### config.mk
export PLATFORM = sky130hd
export DESIGN_NAME = mdu_iter
export DESIGN_NICKNAME = d
export VERILOG_FILES = /design/src/rtl/mdu_pkg.sv /design/src/rtl/mdu_div_step.sv /design/src/rtl/mdu_iter.sv
export SDC_FILE = /design/constraint.sdc
export NUM_CORES = 2
export LEC_CHECK = 0
export BUFFER_PORTS_ARGS = -buffer_cell sky130_fd_sc_hd__buf_2
export CAP_MARGIN = 30
export CELL_PAD_IN_SITES_DETAIL_PLACEMENT = 1
export CELL_PAD_IN_SITES_GLOBAL_PLACEMENT = 1
export CORE_ASPECT_RATIO = 1.4
export CORE_MARGIN = 2
export CORE_UTILIZATION = 45
export DETAILED_ROUTE_END_ITERATION = 10
export GPL_TIMING_DRIVEN = 0
export PLACE_DENSITY = 0.82
export SLEW_MARGIN = 15
export SYNTH_ARGS = -nofsm -noshare
export SYNTH_HDL_FRONTEND = slang
export SYNTH_HIERARCHICAL = 1
export SYNTH_SLANG_ARGS = --single-unit
### constraint.sdc
create_clock -name clk -period 17.5 [get_ports clk]
set_clock_uncertainty 0.05 [all_clocks]
set_input_delay 0 -clock clk [delete_from_list [all_inputs] [get_ports clk]]
set_output_delay 0 -clock clk [all_outputs]
set_load 0.01 [all_outputs]
### src/rtl/mdu_pkg.sv
// Shared definitions for the iterative RV64M multiply/divide unit: funct3 codes,
// FSM state encoding, per-op control bundle and the word sign-extension helper.
package mdu_pkg;

  localparam logic [2:0] MDU_MUL    = 3'd0;
  localparam logic [2:0] MDU_MULH   = 3'd1;
  localparam logic [2:0] MDU_MULHSU = 3'd2;
  localparam logic [2:0] MDU_MULHU  = 3'd3;
  localparam logic [2:0] MDU_DIV    = 3'd4;
  localparam logic [2:0] MDU_DIVU   = 3'd5;
  localparam logic [2:0] MDU_REM    = 3'd6;
  localparam logic [2:0] MDU_REMU   = 3'd7;

  typedef enum logic [1:0] {
    MDU_IDLE = 2'd0,
    MDU_BUSY = 2'd1,
    MDU_DONE = 2'd2
  } mdu_state_e;

  // Control captured on accept and consumed by the sign-fix on the DONE load
  typedef struct packed {
    logic [2:0] op;
    logic       word;
    logic       neg_q;
    logic       neg_r;
    logic       special;
  } mdu_ctl_t;

  function automatic logic [63:0] sext_w(input logic [31:0] v);
    return {{32{v[31]}}, v};
  endfunction

endpackage

### src/rtl/mdu_div_step.sv
// One restoring-division step: shift in the next dividend bit, trial-subtract
// the divisor, keep the difference when it does not borrow.
module mdu_div_step #(
  parameter int unsigned W = 64
) (
  input  logic [W-1:0] rem_i,
  input  logic [W-1:0] div_i,
  input  logic         bit_i,
  output logic [W-1:0] rem_o,
  output logic         q_o
);

  logic [W:0] shifted;
  logic [W:0] diff;

  always_comb begin
    shifted = {rem_i, bit_i};
    diff    = shifted - {1'b0, div_i};
    q_o     = ~diff[W];
    rem_o   = q_o ? diff[W-1:0] : shifted[W-1:0];
  end

endmodule

### src/rtl/mdu_iter.sv
// Iterative RV64M multiply/divide unit, one op in flight.
// Build option MDU_FAST_MUL_EN: multiplies complete with a single-cycle '*' in one BUSY cycle.
module mdu_iter
  import mdu_pkg::*;
#(
  parameter int unsigned XLEN  = 64,
  parameter int unsigned TAG_W = 4
) (
  input  logic             clk,
  input  logic             rst,
  input  logic             flush,
  input  logic             in_valid,
  output logic             in_ready,
  input  logic [2:0]       in_op,
  input  logic             in_word,
  input  logic [XLEN-1:0]  in_src1,
  input  logic [XLEN-1:0]  in_src2,
  input  logic [TAG_W-1:0] in_tag,
  output logic             out_valid,
  input  logic             out_ready,
  output logic [XLEN-1:0]  out_result,
  output logic [TAG_W-1:0] out_tag,
  output logic             busy
);

  localparam int unsigned PW    = 2 * XLEN;
  localparam int unsigned CNT_W = $clog2(XLEN) + 1;
  localparam logic [XLEN-1:0] XMIN = {1'b1, {(XLEN-1){1'b0}}};

`ifdef MDU_FAST_MUL_EN
  localparam bit FAST_MUL = 1'b1;
`else
  localparam bit FAST_MUL = 1'b0;
`endif

  mdu_state_e       state_q;
  logic [CNT_W-1:0] cnt_q;
  mdu_ctl_t         ctl_q;
  logic [TAG_W-1:0] tag_q;
  logic [XLEN-1:0]  a_q;
  logic [XLEN-1:0]  b_q;
  logic [PW-1:0]    mc_q;
  logic [PW-1:0]    acc_q;
  logic             out_valid_q;
  logic [XLEN-1:0]  out_result_q;
  logic [TAG_W-1:0] out_tag_q;

  logic             word_en, is_mul, src1_sgn, src2_sgn, neg1, neg2;
  logic [XLEN-1:0]  op1, op2, mag1, mag2;
  logic             div_zero, div_ovf;
  logic [XLEN-1:0]  spec_res;
  logic [XLEN-1:0]  a_d;
  logic [CNT_W-1:0] cnt_d;
  mdu_ctl_t         ctl_d;

  logic [XLEN-1:0]  rem_nxt;
  logic             q_bit;
  logic [PW-1:0]    prod_fix;
  logic [XLEN-1:0]  quo_fix, rem_fix, res_d;

  // Operand prep for the accept edge: extension, magnitudes, special cases
  always_comb begin
    word_en  = (XLEN == 64) && in_word;
    is_mul   = !in_op[2];
    src1_sgn = (in_op == MDU_MULH) || (in_op == MDU_MULHSU) ||
               (in_op == MDU_DIV)  || (in_op == MDU_REM);
    src2_sgn = (in_op == MDU_MULH) || (in_op == MDU_DIV) || (in_op == MDU_REM);
    if (word_en && is_mul) begin
      src1_sgn = 1'b0;
      src2_sgn = 1'b0;
    end
    op1 = in_src1;
    op2 = in_src2;
    if (word_en) begin
      op1 = src1_sgn ? XLEN'(sext_w(in_src1[31:0])) : XLEN'({32'b0, in_src1[31:0]});
      op2 = src2_sgn ? XLEN'(sext_w(in_src2[31:0])) : XLEN'({32'b0, in_src2[31:0]});
    end
    neg1 = src1_sgn && op1[XLEN-1];
    neg2 = src2_sgn && op2[XLEN-1];
    mag1 = neg1 ? -op1 : op1;
    mag2 = neg2 ? -op2 : op2;

    div_zero = !is_mul && (word_en ? (in_src2[31:0] == 32'd0) : (in_src2 == '0));
    div_ovf  = !is_mul && !in_op[0] &&
               (word_en ? ((in_src1[31:0] == 32'h8000_0000) && (in_src2[31:0] == 32'hFFFF_FFFF))
                        : ((in_src1 == XMIN) && (in_src2 == '1)));
    spec_res = '0;
    if (div_zero) begin
      spec_res = in_op[1] ? in_src1 : '1;
    end else if (div_ovf) begin
      spec_res = in_op[1] ? '0 : (word_en ? XLEN'(sext_w(32'h8000_0000)) : XMIN);
    end
    if (word_en) spec_res = XLEN'(sext_w(spec_res[31:0]));

    // Word divides left-justify the dividend so 32 steps consume it entirely
    a_d   = (word_en && !is_mul) ? XLEN'({mag1[31:0], 32'b0}) : mag1;
    cnt_d = word_en ? CNT_W'(31) : CNT_W'(XLEN - 1);

    ctl_d.op      = in_op;
    ctl_d.word    = word_en;
    ctl_d.neg_q   = neg1 ^ neg2;
    ctl_d.neg_r   = neg1;
    ctl_d.special = div_zero || div_ovf;
  end

  mdu_div_step #(.W(XLEN)) u_div_step (
    .rem_i (acc_q[XLEN-1:0]),
    .div_i (b_q),
    .bit_i (a_q[XLEN-1]),
    .rem_o (rem_nxt),
    .q_o   (q_bit)
  );

  // Sign-fix and result select for the DONE load
  always_comb begin
    prod_fix = ctl_q.neg_q ? -acc_q : acc_q;
    quo_fix  = ctl_q.neg_q ? -a_q : a_q;
    rem_fix  = ctl_q.neg_r ? -acc_q[XLEN-1:0] : acc_q[XLEN-1:0];
    if (ctl_q.special) begin
      res_d = acc_q[XLEN-1:0];
    end else if (!ctl_q.op[2]) begin
      res_d = ((ctl_q.op == MDU_MUL) || ctl_q.word) ? prod_fix[XLEN-1:0] : prod_fix[PW-1:XLEN];
    end else if (!ctl_q.op[1]) begin
      res_d = quo_fix;
    end else begin
      res_d = rem_fix;
    end
    if (ctl_q.word) res_d = XLEN'(sext_w(res_d[31:0]));
  end

  always_ff @(posedge clk or posedge rst) begin
    if (rst) begin
      state_q      <= MDU_IDLE;
      cnt_q        <= '0;
      ctl_q        <= '0;
      tag_q        <= '0;
      a_q          <= '0;
      b_q          <= '0;
      mc_q         <= '0;
      acc_q        <= '0;
      out_valid_q  <= 1'b0;
      out_result_q <= '0;
      out_tag_q    <= '0;
    end else if (flush) begin
      state_q     <= MDU_IDLE;
      out_valid_q <= 1'b0;
    end else begin
      unique case (state_q)
        MDU_IDLE: begin
          if (in_valid) begin
            ctl_q   <= ctl_d;
            tag_q   <= in_tag;
            a_q     <= a_d;
            b_q     <= mag2;
            mc_q    <= PW'(mag2);
            acc_q   <= ctl_d.special ? PW'(spec_res) : '0;
            cnt_q   <= cnt_d;
            state_q <= ctl_d.special ? MDU_DONE : MDU_BUSY;
          end
        end
        MDU_BUSY: begin
          if (ctl_q.op[2]) begin
            a_q   <= {a_q[XLEN-2:0], q_bit};
            acc_q <= PW'(rem_nxt);
          end else if (FAST_MUL) begin
            acc_q <= PW'(a_q) * PW'(b_q);
          end else begin
            if (a_q[0]) acc_q <= acc_q + mc_q;
            a_q  <= a_q >> 1;
            mc_q <= mc_q << 1;
          end
          if ((cnt_q == '0) || (FAST_MUL && !ctl_q.op[2])) begin
            state_q <= MDU_DONE;
          end else begin
            cnt_q <= cnt_q - CNT_W'(1);
          end
        end
        MDU_DONE: begin
          if (!out_valid_q) begin
            out_valid_q  <= 1'b1;
            out_result_q <= res_d;
            out_tag_q    <= tag_q;
          end else if (out_ready) begin
            out_valid_q <= 1'b0;
            state_q     <= MDU_IDLE;
          end
        end
        default: state_q <= MDU_IDLE;
      endcase
    end
  end

  assign in_ready   = (state_q == MDU_IDLE);
  assign busy       = (state_q != MDU_IDLE);
  assign out_valid  = out_valid_q;
  assign out_result = out_result_q;
  assign out_tag    = out_tag_q;

endmodule

## Word level (Yosys, flattened, before mapping)

Cells that the tools add are included.

| storage, ports and cells | value |
|---|---|
| input bits | 141 |
| register bits after elaboration | 473 |

| cells by class | value |
|---|---|
| equal/unequal tests | 18 |
| reduce and logical (&&, ||, !) cells | 33 |
| mux-type cells | 52 |
| bitwise gates (word level) | 4 |
| $add $sub $neg | 8 |

Operators by type and width:

| operator | number |
|---|---|
| 64-bit 2-to-1 mux | 23 |
| 128-bit 2-to-1 mux | 6 |
| 128-bit one-hot mux with 2 select lines | 2 |
| 64-bit negator | 4 |
| 128-bit adder | 1 |
| 64-bit == test (second input constant) | 2 |
| 128-bit negator | 1 |
| 64-bit one-hot mux with 2 select lines | 1 |
| 65-bit by 64-bit subtractor with 65-bit output | 1 |
| 32-bit == test (second input constant) | 2 |
| 64-bit zero test | 1 |
| 63-bit 2-to-1 mux | 1 |
| 32-bit zero test | 1 |
| 4-bit AND reduction | 4 |
| 3-bit inequality test (second input constant) | 5 |
| 7-bit 2-to-1 mux | 2 |
| 7-bit one-hot mux with 2 select lines | 1 |
| 2-bit 2-to-1 mux | 6 |
| 1-bit logical AND | 9 |
| 3-bit AND reduction | 3 |
| 1-bit 2-to-1 mux | 8 |
| 7-bit zero test | 1 |
| 1-bit logical OR | 7 |
| 7-bit by 1-bit subtractor with 7-bit output (second input constant) | 1 |
| other kinds (14) | 22 |

## Logic depth before layout (Yosys ltp)

| logic depth | value |
|---|---|
| depth after elaboration | 12 |
| gate-level depth with buffers | 18 |
| depth with buffers taken out | 17 |

## Modules after synthesis

Netlist, hierarchy kept.

By module, submodules not included:

| module | seq. area each (sq um) | area each (sq um) | instances | cells each |
|---|---|---|---|---|
| mdu_iter | 11836.4 | 39884.5 | 1 | 5387 |
| mdu_div_step | 0.0 | 5097.4 | 1 | 727 |

## Worst setup path before layout

No wires, ideal clock.

| timing | value |
|---|---|
| path kind | register to register |
| from | register acc_q[15] |
| to | register out_result_q[47] (netlist: out_result[47]) |
| setup time | 138 ps |
| buffers on the path | 4 |
| required time | 17312 ps |
| period minus slack after synthesis | 4488 ps |
| setup slack | 13012 ps |
| stages on the path, launching flop included | 17 |
| data arrival time | 4301 ps |
| path through | dfrtp_1 > buf_6 > or3_4 > or2_1 > or4_4 > buf_6 > or4b_4 > buf_6 > or4_4 > or4_1 > buf_2 > o31ai_4 > xor2_1 > a211oi_1 > a211o_1 > nand3_2 > nand3_2 |

| on the way | value |
|---|---|
| cells in the longest elaborated chain, start to end | 6 |

Ends and longest elaborated chain:

| item | line | source |
|---|---|---|
| start, declared | mdu_iter.sv:43 | `logic [PW-1:0] acc_q;` |
| start signal, assigned | mdu_iter.sv:156 | `acc_q <= ctl_d.special ? PW'(spec_res) : '0;` |
| start signal, assigned | mdu_iter.sv:164 | `acc_q <= PW'(rem_nxt);` |
| start signal, assigned | mdu_iter.sv:166 | `acc_q <= PW'(a_q) * PW'(b_q);` |
| 128-bit negator / 64-bit negator (equally long branches) | mdu_iter.sv:116, mdu_iter.sv:118 |  |
| 128-bit 2-to-1 mux / 64-bit 2-to-1 mux (equally long branches) | mdu_iter.sv:116, mdu_iter.sv:118 |  |
| 64-bit 2-to-1 mux, on equally long branches | mdu_iter.sv:122, mdu_iter.sv:123 |  |
| 64-bit 2-to-1 mux * | mdu_iter.sv:121 | `end else if (!ctl_q.op[2]) begin` |
| 64-bit 2-to-1 mux * | mdu_iter.sv:119 | `if (ctl_q.special) begin` |
| 64-bit 2-to-1 mux * | mdu_iter.sv:128 | `if (ctl_q.word) res_d = XLEN'(sext_w(res_d[31:0]));` |
| end signal, assigned | mdu_iter.sv:181 | `out_result_q <= res_d;` |
| end, declared | mdu_iter.sv:45 | `logic [XLEN-1:0] out_result_q;` |

Mark *: on every way between the ends. The rest lies on a longest branch, timed or not.
A chain may end at the register's enable or synchronous reset.

## Worst setup path after layout

| timing | value |
|---|---|
| from | register acc_q[63] |
| to | register out_result_q[47] (netlist: out_result[47]) |

| on the way | value |
|---|---|
| cells in the longest elaborated chain, start to end | 6 |

Ends and longest elaborated chain:

| item | line | source |
|---|---|---|
| 128-bit negator | mdu_iter.sv:116 | `prod_fix = ctl_q.neg_q ? -acc_q : acc_q;` |
| 128-bit 2-to-1 mux | mdu_iter.sv:116 |  |
| 64-bit 2-to-1 mux | mdu_iter.sv:122 | `res_d = ((ctl_q.op == MDU_MUL) \|\| ctl_q.word) ? prod_fix[XLEN-1:0] : prod_fix[PW-1:XLEN];` |
| 64-bit 2-to-1 mux | mdu_iter.sv:121 |  |
| 64-bit 2-to-1 mux | mdu_iter.sv:119 |  |
| 64-bit 2-to-1 mux | mdu_iter.sv:128 |  |

No other way between the ends.

==> flow_summary.toml <==
[setup_path]
crit_chain = "clkbuf_1 > or3_1 > nor3_1 > nand3_1 > or4b_4 > buf_6 > or4_4 > or4_1 > buf_2 > o31ai_4 > xor2_1 > a211oi_1 > a211o_1 > nand3_2 > nand3_2"
timing.rr.start = "acc_q[63]$_DFFE_PP0P_"
worstReg2RegEnd = "out_result[47]$_DFFE_PP0P_"
required_ns = 18.01
cp_slowest_cell = "xor2_1"
crit_fanout = 8
start_kind = "flip-flop"
cp_data_arrival_time_ns = 7.25
reg2reg_slack_ns = 10.76
worstRegToRegCells = 15
critical_path_class = "flip-flop to flip-flop"
max_stage_delay_ns = 0.75
crit_top_cell = "nand3_2"
endpoint_kind = "flip-flop"

[global_route]
grt_max_degree = 109
antenna_found_initial = 23
gr-total-overflow = 0
use_met2_pct = 82.0
gr-usage-met1_pct = 51.9
first_global_vias = 55700
grt.total_usage_pct = 51.3
busiest_layer = "met2"
met3_usage_pct = 14.6
grt_pass1_wl_mm = 384

[min_path]
hold_depth = 4
hold_class = "input pin to flip-flop"
worstHoldEndpoint = "tag_q[1]$_DFFE_PP0P_"
holdCritStartpoint = "in_tag[1]"

[timing]
final_hold_viol_count = 2
tightest_slew_ns = 1.16
max_freq_ghz = 0.148
fin_crit_sh_pct = 38.5
holdWs_ns = -0.0149
rsz0062_at_grt = "false"
setup_viol = 0
finalMaxSlewViolations = 0
min_period_ns = 6.74
relSlewSlack_pct = 22.8

[floorplan]
initial_core_util_pct = 45.2
die_w_um = 271
die-height_um = 378
io_pins = 212
fp-row-count = 137
dieArea_um2 = 103000
core_area_um2 = 99400

[final_layout]
fill_cells = 12600
final_nets = 6934
finalNonFillerCells = 7982
syn_to_final_growth_pct = 15.9
regArea_um2 = 11800
utilization_pct = 52.4
drive_above_1_share_pct = 8.40
multi_input_area_um2 = 30800

[drt]
wl_per_cell_um = 33.9
ant_nets = 0
vias = 54200
routed_wl_mm = 271
firstDrtPassIters = 5
drcViolationCount = 0
routed_via_density = 6.79
drtIter0Drc = 5053

[cts]
clock_sinks = 473
cts_buffers = 57
clk_path_buf_depth = 3
clk_pin_slew_worst_paths_ns = 0.07
post_cts_resize_count = 0
ctsRootBufferMaster = "clkbuf_16"
htree_levels = 2
clk_latency_ns = 0.72
tritoncts = "done"

[yosys]
synth-async-reset-ratio_pct = 100
synth_cells = 6114
postSynthNetCount = 6455
synth_top_area_cell = "dfrtp_1"
synth.area.top_cells = "dfrtp_1 (26%), nand2_1 (8.3%), o21ai_0 (7.2%), a21oi_1 (6.5%), ha_1 (5.5%)"
yosys_warnings = 6
yosys-top-cells-count = "nand2_1 (999), o21ai_0 (646), a21oi_1 (585)"
avgSynthCellArea_um2 = 7.36
synth.distinct_cells = 93
synthFlopType = "dfrtp_1"
netlist_area_um2 = 45000
yosysSeqAreaShare_pct = 26.3
synth_seq_cells = 473
yosys.area.top_type_share_pct = 26.3
synth_most_common_cell = "nand2_1"
synth_edf_count = 0

[outcome]
violations = "hold timing"
status = "finished with violations"

[placement]
port_buffers = 206
place_congestion = 1.10
placed_cells = 7688
hpwl_mm = 208

[pwr]
max-vdd-ir-drop_mv = 0.110
clkPwrFrac_pct = 14.3
internal_power_mw = 4.39
power_mw = 9.60
combinationalPowerShare_pct = 67.2
p_sw_mw = 5.21
leakagePower_nw = 22.0
power.density_nw_per_um2 = 184
power.share.sequential_pct = 18.5
power_switching_share_pct = 54.3

[job]
cap_viol_max_count = 0
==> power by group through the flow <==
stage / logic [mW] / registers (mW) / clock network (mW)
2_1_floorplan: 4.04 / 1.56 / 0
3_3_place_gp: 5.83 / 1.74 / 0
3_5_place_dp: 5.98 / 1.75 / 0
4_1_cts: 6.07 / 1.73 / 1.36
5_1_grt: 6.73 / 1.78 / 1.40
6_report: 6.45 / 1.78 / 1.37
==> cell type report <==
class	instances	area share [%]
multi-input combinational	5034	59.2
sequential	473	22.7
timing repair buffer	420	6.31
buffer	452	3.46
tap	1320	3.17
clock buffer	75	3.10
inverter	155	1.13
clock inverter	31	0.845
antenna	22	0.106
==> per-layer routing <==
layer  up-vias  share of wire, %
met3      1487               9.1
met2      3218                45
li1      22900                 -
met1     26600                33
met5         -             0.038
met4        16                13
==> kinds of logic after synthesis <==
kind of cell | synth area share (%)
AOI/OAI and AO/OA | 26.6
xor gates and xnor gates | 10.1
adders and majority gates | 5.60
buffers and inverters | 5.28
DFF | 26.3
muxes | 3.95
and+or+nand+nor | 22.1
==> through the flow <==
stage	hold WS (ns)	area (µm²)	setup WS [ns]	setup TNS, ns
after global routing	0.00959	52100	10.89	0
final	-0.0149	52100	10.76	0
after floorplan	0.0164	45000	4.26	0
after global placement	0.153	47700	-1.86	-838.53
after CTS	0.000627	51900	11.28	0
after detailed placement	0.121	48300	11.28	0
==> state kept, by name (all words and copies together) (netlist names) <==
name        flops
acc_q         128
mc_q          128
a_q            64
b_q            64
out_result     64
cnt_q           7
ctl_q           7
out_tag         4
tag_q           4
state_q         2
out_valid       1
==> how the worst max path moves through the flow <==
| stage | start | end | cells after the start |
|---|---|---|---|
| 2_1_floorplan | rst | a_q[0]$_DFFE_PP0P_ | 1 |
| 3_3_place_gp | rst | acc_q[120]$_DFFE_PP0P_ | 2 |
| 3_5_place_dp | acc_q[42]$_DFFE_PP0P_ | acc_q[125]$_DFFE_PP0P_ | 15 |
| 4_1_cts | acc_q[42]$_DFFE_PP0P_ | acc_q[125]$_DFFE_PP0P_ | 15 |
| 5_1_grt | acc_q[63]$_DFFE_PP0P_ | out_result[47]$_DFFE_PP0P_ | 15 |
| 6_report | acc_q[63]$_DFFE_PP0P_ | out_result[47]$_DFFE_PP0P_ | 15 |
==> worst max-delay path, delay by kind of cell (launching register included) <==
kind | cells | cell delay, ns
compound gates | 3 | 0.76
buf+inv | 3 | 0.74
xor+xnor | 1 | 0.75
flops | 1 | 0.52
simple gates | 8 | 3.72
==> cell usage in the layout, fill, tap and decap left out, types with 81 or more instances in the layout <==
cell type,n
nand2_1,999
o21ai_0,645
a21oi_1,584
dfrtp_1,473
nor2_1,460
clkbuf_1,386
xnor2_1,264
xor2_1,253
buf_2,228
ha_1,198
inv_1,153
dlygate4sd3_1,146
nand3_1,144
nand4_1,117
a21o_1,100
o31ai_1,98
nor3_1,94
mux2i_1,81
==> repair_timing <==
| item | 4_1_cts | 5_1_grt |
|---|---|---|
| hold endpoints to repair | 291 | 0 |
| setup buffers | 0 | 0 |
| hold buffers | 146 | 0 |
No activity file was read; power rests on OpenSTA's default activity.
